File: src/rtl/probe_pkg.sv
// Shared types and defaults for the logic-probe input conditioner.
// PROBE_FAULT_DETECT_EN selects whether filtered HI+LO is reported as FAULT or as ONE.
package probe_pkg;

  typedef enum logic [1:0] {
    LVL_FLOAT = 2'd0,
    LVL_ONE   = 2'd1,
    LVL_ZERO  = 2'd2,
    LVL_FAULT = 2'd3
  } level_t;

  typedef logic [2:0] edge_state_t;
  localparam edge_state_t ST_IDLE         = 3'd0;
  localparam edge_state_t ST_AT_ZERO      = 3'd1;
  localparam edge_state_t ST_AT_ONE       = 3'd2;
  localparam edge_state_t ST_TRANSIT_UP   = 3'd3;
  localparam edge_state_t ST_TRANSIT_DOWN = 3'd4;

  localparam int DEF_SYNC_STAGES    = 2;
  localparam int DEF_FILTER_CYCLES  = 4;
  localparam int DEF_TRANSIT_MAX    = 8;
  localparam int DEF_STRETCH_CYCLES = 2500000;
  localparam int DEF_COUNT_WIDTH    = 16;

  // HI has priority over LO unless simultaneous assertion is to be flagged.
  function automatic level_t classify_level(input logic hi, input logic lo);
    level_t lvl;
    case ({hi, lo})
      2'b10:   lvl = LVL_ONE;
      2'b01:   lvl = LVL_ZERO;
`ifdef PROBE_FAULT_DETECT_EN
      2'b11:   lvl = LVL_FAULT;
`else
      2'b11:   lvl = LVL_ONE;
`endif
      default: lvl = LVL_FLOAT;
    endcase
    return lvl;
  endfunction

endpackage

File: src/rtl/probe_sync_filter.sv
// One comparator channel: multi-flop synchroniser followed by a persistence filter.
// The filtered value only follows the synced value after FILTER_CYCLES consecutive disagreements.
module probe_sync_filter
  import probe_pkg::*;
#(
  parameter int SYNC_STAGES   = DEF_SYNC_STAGES,
  parameter int FILTER_CYCLES = DEF_FILTER_CYCLES
) (
  input  logic clk_i,
  input  logic rst_ni,
  input  logic raw_i,
  output logic filt_o
);

  localparam int CntW = (FILTER_CYCLES < 2) ? 1 : $clog2(FILTER_CYCLES + 1);

  logic [SYNC_STAGES-1:0] sync_q;
  logic                   synced;
  logic                   filt_q, filt_d;
  logic [CntW-1:0]        cnt_q, cnt_d;

  assign synced = sync_q[SYNC_STAGES-1];
  assign filt_o = filt_q;

  always_comb begin
    filt_d = filt_q;
    cnt_d  = '0;
    if (synced != filt_q) begin
      if (cnt_q == CntW'(FILTER_CYCLES - 1)) begin
        filt_d = synced;
      end else begin
        cnt_d = cnt_q + 1'b1;
      end
    end
  end

  always_ff @(posedge clk_i or negedge rst_ni) begin
    if (!rst_ni) begin
      sync_q <= '0;
      filt_q <= 1'b0;
      cnt_q  <= '0;
    end else begin
      sync_q <= {sync_q[SYNC_STAGES-2:0], raw_i};
      filt_q <= filt_d;
      cnt_q  <= cnt_d;
    end
  end

endmodule

File: src/rtl/probe_input_conditioner.sv
// Logic-probe front end: conditions COMP_HI/COMP_LO, classifies the level and counts qualified edges.
// Build option PROBE_FAULT_DETECT_EN enables FAULT classification and the sticky fault flag.
module probe_input_conditioner
  import probe_pkg::*;
#(
  parameter int SYNC_STAGES    = DEF_SYNC_STAGES,
  parameter int FILTER_CYCLES  = DEF_FILTER_CYCLES,
  parameter int TRANSIT_MAX    = DEF_TRANSIT_MAX,
  parameter int STRETCH_CYCLES = DEF_STRETCH_CYCLES,
  parameter int COUNT_WIDTH    = DEF_COUNT_WIDTH
) (
  input  logic                   clk,
  input  logic                   pulse_reset,
  input  logic                   comp_hi_raw,
  input  logic                   comp_lo_raw,
  input  logic                   clear,
  output logic                   comp_data_hi,
  output logic                   comp_data_lo,
  output logic [1:0]             level_state,
  output logic                   rise_pulse,
  output logic                   fall_pulse,
  output logic                   pulse_seen,
  output logic [COUNT_WIDTH-1:0] edge_count,
  output logic                   fault
);

  localparam int TrW = $clog2(TRANSIT_MAX + 2);
  localparam int StW = $clog2(STRETCH_CYCLES + 1);
  localparam logic [TrW-1:0] TransitLimit = TrW'(TRANSIT_MAX);
  localparam logic [TrW-1:0] TransitSat   = TrW'(TRANSIT_MAX + 1);

  logic [1:0]             rst_sync_q;
  logic                   rst_n;
  level_t                 lvl_d, lvl_q;
  edge_state_t            state_d, state_q;
  logic [TrW-1:0]         transit_d, transit_q;
  logic                   rise_d, rise_q, fall_d, fall_q, strobe;
  logic [StW-1:0]         stretch_d, stretch_q;
  logic [COUNT_WIDTH-1:0] ecount_d, ecount_q;

  // Reset asserts immediately but releases two clocks later, in step with clk.
  always_ff @(posedge clk or negedge pulse_reset) begin
    if (!pulse_reset) rst_sync_q <= 2'b00;
    else              rst_sync_q <= {rst_sync_q[0], 1'b1};
  end
  assign rst_n = rst_sync_q[1];

  probe_sync_filter #(.SYNC_STAGES(SYNC_STAGES), .FILTER_CYCLES(FILTER_CYCLES)) u_hi (
    .clk_i(clk), .rst_ni(rst_n), .raw_i(comp_hi_raw), .filt_o(comp_data_hi)
  );
  probe_sync_filter #(.SYNC_STAGES(SYNC_STAGES), .FILTER_CYCLES(FILTER_CYCLES)) u_lo (
    .clk_i(clk), .rst_ni(rst_n), .raw_i(comp_lo_raw), .filt_o(comp_data_lo)
  );

  assign lvl_d = classify_level(comp_data_hi, comp_data_lo);

  // A change between solid levels is an edge only if the FLOAT gap fits the transit window.
  always_comb begin
    state_d   = state_q;
    transit_d = transit_q;
    rise_d    = 1'b0;
    fall_d    = 1'b0;
    case (state_q)
      ST_IDLE: begin
        if (lvl_d == LVL_ONE)       state_d = ST_AT_ONE;
        else if (lvl_d == LVL_ZERO) state_d = ST_AT_ZERO;
      end
      ST_AT_ZERO: begin
        if (lvl_d == LVL_ONE) begin
          state_d = ST_AT_ONE;
          rise_d  = 1'b1;
        end else if (lvl_d == LVL_FLOAT) begin
          state_d   = ST_TRANSIT_UP;
          transit_d = '0;
        end
      end
      ST_TRANSIT_UP: begin
        if (lvl_d == LVL_ONE) begin
          state_d = ST_AT_ONE;
          rise_d  = (transit_q <= TransitLimit);
        end else if (lvl_d == LVL_ZERO) begin
          state_d = ST_AT_ZERO;
        end else if (transit_q != TransitSat) begin
          transit_d = transit_q + 1'b1;
        end
      end
      ST_AT_ONE: begin
        if (lvl_d == LVL_ZERO) begin
          state_d = ST_AT_ZERO;
          fall_d  = 1'b1;
        end else if (lvl_d == LVL_FLOAT) begin
          state_d   = ST_TRANSIT_DOWN;
          transit_d = '0;
        end
      end
      ST_TRANSIT_DOWN: begin
        if (lvl_d == LVL_ZERO) begin
          state_d = ST_AT_ZERO;
          fall_d  = (transit_q <= TransitLimit);
        end else if (lvl_d == LVL_ONE) begin
          state_d = ST_AT_ONE;
        end else if (transit_q != TransitSat) begin
          transit_d = transit_q + 1'b1;
        end
      end
      default: state_d = ST_IDLE;
    endcase
`ifdef PROBE_FAULT_DETECT_EN
    if (lvl_d == LVL_FAULT) begin
      state_d = ST_IDLE;
      rise_d  = 1'b0;
      fall_d  = 1'b0;
    end
`endif
  end

  assign strobe = rise_d | fall_d;

  always_comb begin
    stretch_d = stretch_q;
    if (strobe)                 stretch_d = StW'(STRETCH_CYCLES);
    else if (stretch_q != '0)   stretch_d = stretch_q - 1'b1;
    ecount_d = ecount_q;
    if (clear)                              ecount_d = strobe ? COUNT_WIDTH'(1) : '0;
    else if (strobe && (ecount_q != '1))    ecount_d = ecount_q + 1'b1;
  end

  always_ff @(posedge clk or negedge rst_n) begin
    if (!rst_n) begin
      lvl_q     <= LVL_FLOAT;
      state_q   <= ST_IDLE;
      transit_q <= '0;
      rise_q    <= 1'b0;
      fall_q    <= 1'b0;
      stretch_q <= '0;
      ecount_q  <= '0;
    end else begin
      lvl_q     <= lvl_d;
      state_q   <= state_d;
      transit_q <= transit_d;
      rise_q    <= rise_d;
      fall_q    <= fall_d;
      stretch_q <= stretch_d;
      ecount_q  <= ecount_d;
    end
  end

`ifdef PROBE_FAULT_DETECT_EN
  logic fault_q;
  always_ff @(posedge clk or negedge rst_n) begin
    if (!rst_n)     fault_q <= 1'b0;
    else if (clear) fault_q <= 1'b0;
    else if (lvl_d == LVL_FAULT) fault_q <= 1'b1;
  end
  assign fault = fault_q;
`else
  assign fault = 1'b0;
`endif

  assign level_state = lvl_q;
  assign rise_pulse  = rise_q;
  assign fall_pulse  = fall_q;
  assign pulse_seen  = (stretch_q != '0);
  assign edge_count  = ecount_q;

endmodule

File: config.mk
export PLATFORM = sky130hd
export DESIGN_NAME = probe_input_conditioner
export DESIGN_NICKNAME = d
export VERILOG_FILES = /design/src/rtl/probe_pkg.sv /design/src/rtl/probe_sync_filter.sv /design/src/rtl/probe_input_conditioner.sv
export SDC_FILE = /design/constraint.sdc
export NUM_CORES = 1
export LEC_CHECK = 0
export CORE_MARGIN = 2
export CORE_UTILIZATION = 55
export CTS_CLUSTER_DIAMETER = 60
export DETAILED_ROUTE_END_ITERATION = 16
export HOLD_SLACK_MARGIN = 0.15
export PLACE_DENSITY_LB_ADDON = 0.12
export SETUP_SLACK_MARGIN = 0.02
export SLEW_MARGIN = 20
export SYNTH_ARGS = -nofsm -noshare
export SYNTH_HDL_FRONTEND = slang
export SYNTH_SLANG_ARGS = --single-unit
File: constraint.sdc
create_clock -name clk -period 2.6 [get_ports clk]
set_clock_uncertainty 0.2 [all_clocks]
set_input_delay 0.39 -clock clk [delete_from_list [all_inputs] [get_ports clk]]
set_output_delay 0.39 -clock clk [all_outputs]
set_load 0.005 [all_outputs]
==> metrics.txt <==
# TYPE chip_impl_metric gauge
chip_impl_metric{name="track_usage",unit="%"} 22.0
chip_impl_metric{name="clock-sinks",unit=""} 63
chip_impl_metric{name="core-area",unit="mm^2"} 0.00551
chip_impl_info{name="ys.flop_type",value="dfrtp_1"} 1
chip_impl_metric{name="post_route_cells_drive_above_1_share",unit="%"} 12.3
chip_impl_metric{name="floorplan.initialDensity",unit="%"} 57.3
chip_impl_info{name="cpLargestDelayFamily",value="simple AND/OR/NAND/NOR gates"} 1
chip_impl_metric{name="ctsLongestPathBuffers",unit=""} 2
chip_impl_metric{name="power_density",unit="mW/mm^2"} 848
chip_impl_metric{name="flow.area_growth_from_synthesis",unit="%"} 20.1
chip_impl_metric{name="antenna_cells_inserted",unit=""} 0
chip_impl_metric{name="average_wire_length_per_cell_after_detail_routing",unit="um"} 14.9
chip_impl_metric{name="max_slew_margin",unit="%"} 51.3
chip_impl_info{name="cts-root-buf",value="clkbuf_8"} 1
chip_impl_metric{name="synth_compound_gate_area_share",unit="%"} 13.9
chip_impl_metric{name="synth_seq_area_share",unit="%"} 50.0
chip_impl_metric{name="fin_nets",unit=""} 365
chip_impl_metric{name="synthXorXnorAreaFrac",unit="%"} 4.72
chip_impl_metric{name="synth.net_count",unit=""} 325
chip_impl_metric{name="peakVddDrop",unit="uV"} 614
chip_impl_metric{name="port_buffers",unit=""} 27
chip_impl_metric{name="synth_area_per_cell",unit="um^2"} 10.1
chip_impl_metric{name="area_of_all_placed_cells_without_fillers",unit="mm^2"} 0.00379
chip_impl_metric{name="antenna_found_initial",unit=""} 0
chip_impl_metric{name="mappedNetlistArea",unit="mm^2"} 0.00315
chip_impl_metric{name="setup_violations",unit=""} 0
chip_impl_metric{name="ys_warn_count",unit=""} 0
chip_impl_metric{name="tritoncts_buffer_count",unit=""} 9
chip_impl_metric{name="synth_enable_flop_cells",unit=""} 0
chip_impl_metric{name="grt_pass1_vias",unit=""} 2323
chip_impl_info{name="crit-reg2reg-capture",value="edge_count[11]$_DFFE_PN0P_"} 1
chip_impl_metric{name="hold_violations",unit=""} 0
chip_impl_metric{name="finalMaxSlewViolations",unit=""} 0
chip_impl_info{name="slowest_stage",value="or4_4"} 1
chip_impl_metric{name="via_count",unit=""} 2495
chip_impl_metric{name="max_clock_freq",unit="GHz"} 0.414
chip_impl_info{name="result_of_the_run",value="finished, final reports clean"} 1
chip_impl_info{name="layout_commonest_cell",value="dfrtp_1"} 1
chip_impl_info{name="largest_family_of_logic_cells_by_synthesized_area",value="simple AND/OR/NAND/NOR gates"} 1
chip_impl_info{name="path_cells",value="or4_4 > nor4_4 > nand2_1 > dlygate4sd2_1"} 1
chip_impl_metric{name="drt-pass1-iter-count",unit=""} 4
chip_impl_metric{name="worstSkewPairLatency",unit="ns"} 0.33
chip_impl_metric{name="timing.critical_path.fanout_max",unit=""} 4
chip_impl_info{name="worstSetupEndpointType",value="primary output"} 1
chip_impl_metric{name="dpl-instance-area",unit="mm^2"} 0.00353
chip_impl_metric{name="global_route_wire_length_before_repair",unit="mm"} 10.8
chip_impl_metric{name="worstPathRequired",unit="ns"} 2.01
chip_impl_metric{name="route.final.wire_length",unit="mm"} 6.38
chip_impl_metric{name="finalSetupTns",unit="ns"} 0
chip_impl_metric{name="hold_ws",unit="ns"} 0.134
chip_impl_metric{name="timing.final.crit_share",unit="%"} 93.0
chip_impl_metric{name="total_power",unit="mW"} 3.21
chip_impl_info{name="worst-setup-path-type",value="reg -> out"} 1
chip_impl_metric{name="floorplan.die.height",unit="um"} 79.7
chip_impl_metric{name="crit_path_max_incr_delay",unit="ns"} 0.55
chip_impl_metric{name="synthesis.instances",unit=""} 313
chip_impl_metric{name="leakage",unit="nW"} 1.56
chip_impl_info{name="regToRegStartpoint",value="transit_q[0]$_DFFE_PN0P_"} 1
chip_impl_metric{name="drt_iter0_markers",unit=""} 110
chip_impl_metric{name="routabilityCongestion",unit=""} 0.830
chip_impl_metric{name="die_width",unit="um"} 79.7
chip_impl_metric{name="cap_violations",unit=""} 0
chip_impl_info{name="final_cell_mix",value="62 x dfrtp_1, 26 x clkdlybuf4s50_1, 23 x nor2_1"} 1
chip_impl_metric{name="finalCriticalPeriod",unit="ns"} 2.42
chip_impl_metric{name="detailedPlacementHpwl",unit="mm"} 4.40
chip_impl_metric{name="ys_async_sr_fraction",unit="%"} 100
chip_impl_info{name="rsz0062_at_grt",value="false"} 1
chip_impl_metric{name="r2r_cells",unit=""} 7
chip_impl_metric{name="detail-route-antenna-nets",unit=""} 0
chip_impl_metric{name="cts_max_level",unit=""} 3
chip_impl_info{name="post-synth-top-area-cell",value="dfrtp_1"} 1
chip_impl_info{name="timing.hold.worst.class",value="reg -> async"} 1
chip_impl_metric{name="grt_max_degree",unit=""} 35
chip_impl_metric{name="remaining_drc_errors",unit=""} 0
chip_impl_metric{name="worstPathBufferInverterCount",unit=""} 1
chip_impl_metric{name="post_synth_num_cell_types",unit=""} 54
chip_impl_metric{name="reg2reg_slack",unit="ns"} 0.24
chip_impl_metric{name="avgViaCountPerCell",unit=""} 5.82
chip_impl_metric{name="synth-seq-cells",unit=""} 63
chip_impl_metric{name="synth_mux_area_share",unit="%"} 1.71
chip_impl_metric{name="clkSlewWorstSetupHoldPaths",unit="ns"} 0.06
chip_impl_info{name="critPathLaunchType",value="flop"} 1
chip_impl_metric{name="yosys.area_share.simple",unit="%"} 22.7
chip_impl_info{name="leading_post_synthesis_cells_by_cell_area",value="dfrtp_1 50%, ha_1 2.8%, xnor2_1 2.8%, nor2_1 2.7%, o21ai_0 2.7%"} 1
chip_impl_metric{name="design.portCount",unit=""} 29
chip_impl_metric{name="yosys.area.top_type_share",unit="%"} 50.0
chip_impl_metric{name="num_rows",unit=""} 27
chip_impl_metric{name="worst_pin_slew",unit="ns"} 0.731
chip_impl_metric{name="die_area",unit="mm^2"} 0.00635
chip_impl_metric{name="globalRoute.totalOverflow",unit=""} 0
chip_impl_metric{name="worstPathArrival",unit="ns"} 1.83
chip_impl_metric{name="post_synth_fa_ha_maj_area_fraction",unit="%"} 2.78
chip_impl_info{name="cts_tree",value="done"} 1
-- layer usage --
metal	share of wire [%]	vias to the layer above	global-route usage, %
li1	-	1213	-
met1	47	1224	29.7
met2	49	52	34.8
met3	3.9	6	6.00
met4	0.77	0	6.90
met5	0	-	0
-- layout make-up --
cell class	count	area [um^2]
multi-input cells	225	1480
inverters	10	37.5
well taps	72	90.1
fillers	436	1720
repair buffers	44	399
clock buffers	12	155
clock inverters	3	42.5
flip-flops and latches	63	1580
-- state kept, by name, summed over array words and instances, names as in the netlist --
| name | cells |
|---|---|
| u_hi.filt_o | 1 |
| rst_sync_q | 2 |
| stretch_q | 22 |
| u_hi.sync_q | 2 |
| u_lo.filt_o | 1 |
| level_state | 2 |
| u_lo.sync_q | 2 |
| transit_q | 4 |
| rise_pulse | 1 |
| state_q | 3 |
| u_hi.cnt_q | 3 |
| u_lo.cnt_q | 3 |
| edge_count | 16 |
| fall_pulse | 1 |
-- worst max-delay path by stage --
stage	from	to	slack, ns	depth (start not counted)
after floorplan	u_hi.filt_o$_DFFE_PN0P_	edge_count[7]$_DFFE_PN0P_	0.41	6
after global placement	stretch_q[4]$_DFFE_PN0P_	pulse_seen	0.27	4
after detailed placement	stretch_q[6]$_DFFE_PN0P_	pulse_seen	0.21	4
after CTS	stretch_q[4]$_DFFE_PN0P_	pulse_seen	0.16	4
after global routing	stretch_q[0]$_DFFE_PN0P_	pulse_seen	0.05	6
final	stretch_q[4]$_DFFE_PN0P_	pulse_seen	0.18	4
-- synthesized netlist by cell type, types with 2 or more instances --
| library cell | count |
|---|---|
| nor2_1 | 23 |
| nand3_1 | 12 |
| buf_4 | 2 |
| nor4_1 | 6 |
| nand4b_1 | 2 |
| mux2_2 | 3 |
| buf_2 | 5 |
| a211o_1 | 2 |
| a211oi_1 | 2 |
| dfrtp_1 | 63 |
| clkbuf_1 | 6 |
| nor2b_1 | 8 |
| xnor2_1 | 10 |
| and3_1 | 6 |
| o21ai_0 | 17 |
| conb_1 | 2 |
| inv_1 | 10 |
| nand2_1 | 22 |
| buf_6 | 2 |
| o211ai_1 | 2 |
| a21oi_1 | 16 |
| a31oi_1 | 2 |
| xor2_1 | 7 |
| mux2i_1 | 2 |
| nand3b_1 | 3 |
| o2bb2ai_1 | 2 |
| or4_1 | 7 |
| a311oi_1 | 2 |
| o31ai_1 | 4 |
| nand4_1 | 9 |
| nor3b_1 | 6 |
| ha_1 | 7 |
| or3_1 | 9 |
| nor3_1 | 9 |
| nand2b_1 | 4 |
-- cell families (layout without fill, tap and decap cells) --
kind of cell	count (synthesis)	count (layout)
simple gates	131	131
compound gates	63	63
flops	63	63
buf+inv	25	69
xor+xnor	17	17
fa+ha+maj	7	7
mux	5	5
other cells	2	2
-- stage by stage --
step / std cells / worst slack (ns) / utilization, %
floorplan: 313 / 0.412 / -
detailed placement: 410 / 0.209 / 64.1
CTS: 429 / 0.156 / 68.8
global route: 429 / 0.0450 / 68.8
finish: 429 / 0.183 / 68.8
global placement: 410 / 0.265 / 64.1
-- what timing repair did --
item | 4_1_cts | 5_1_grt
endpoints found under the setup margin | 1 | 0
hold buffers | 1 | 0
resized for setup | 6 | 0
endpoints found under the hold margin | 2 | 0
buffers inserted | 3 | 0
-- where the power goes --
part           total, mW  internal, mW  leakage, nW  switching [mW]
clock              0.845         0.489       0.0985           0.356
combinational       1.03         0.470        0.660           0.563
sequential          1.33          1.16        0.802           0.180
(Power assumes the default switching activity.)
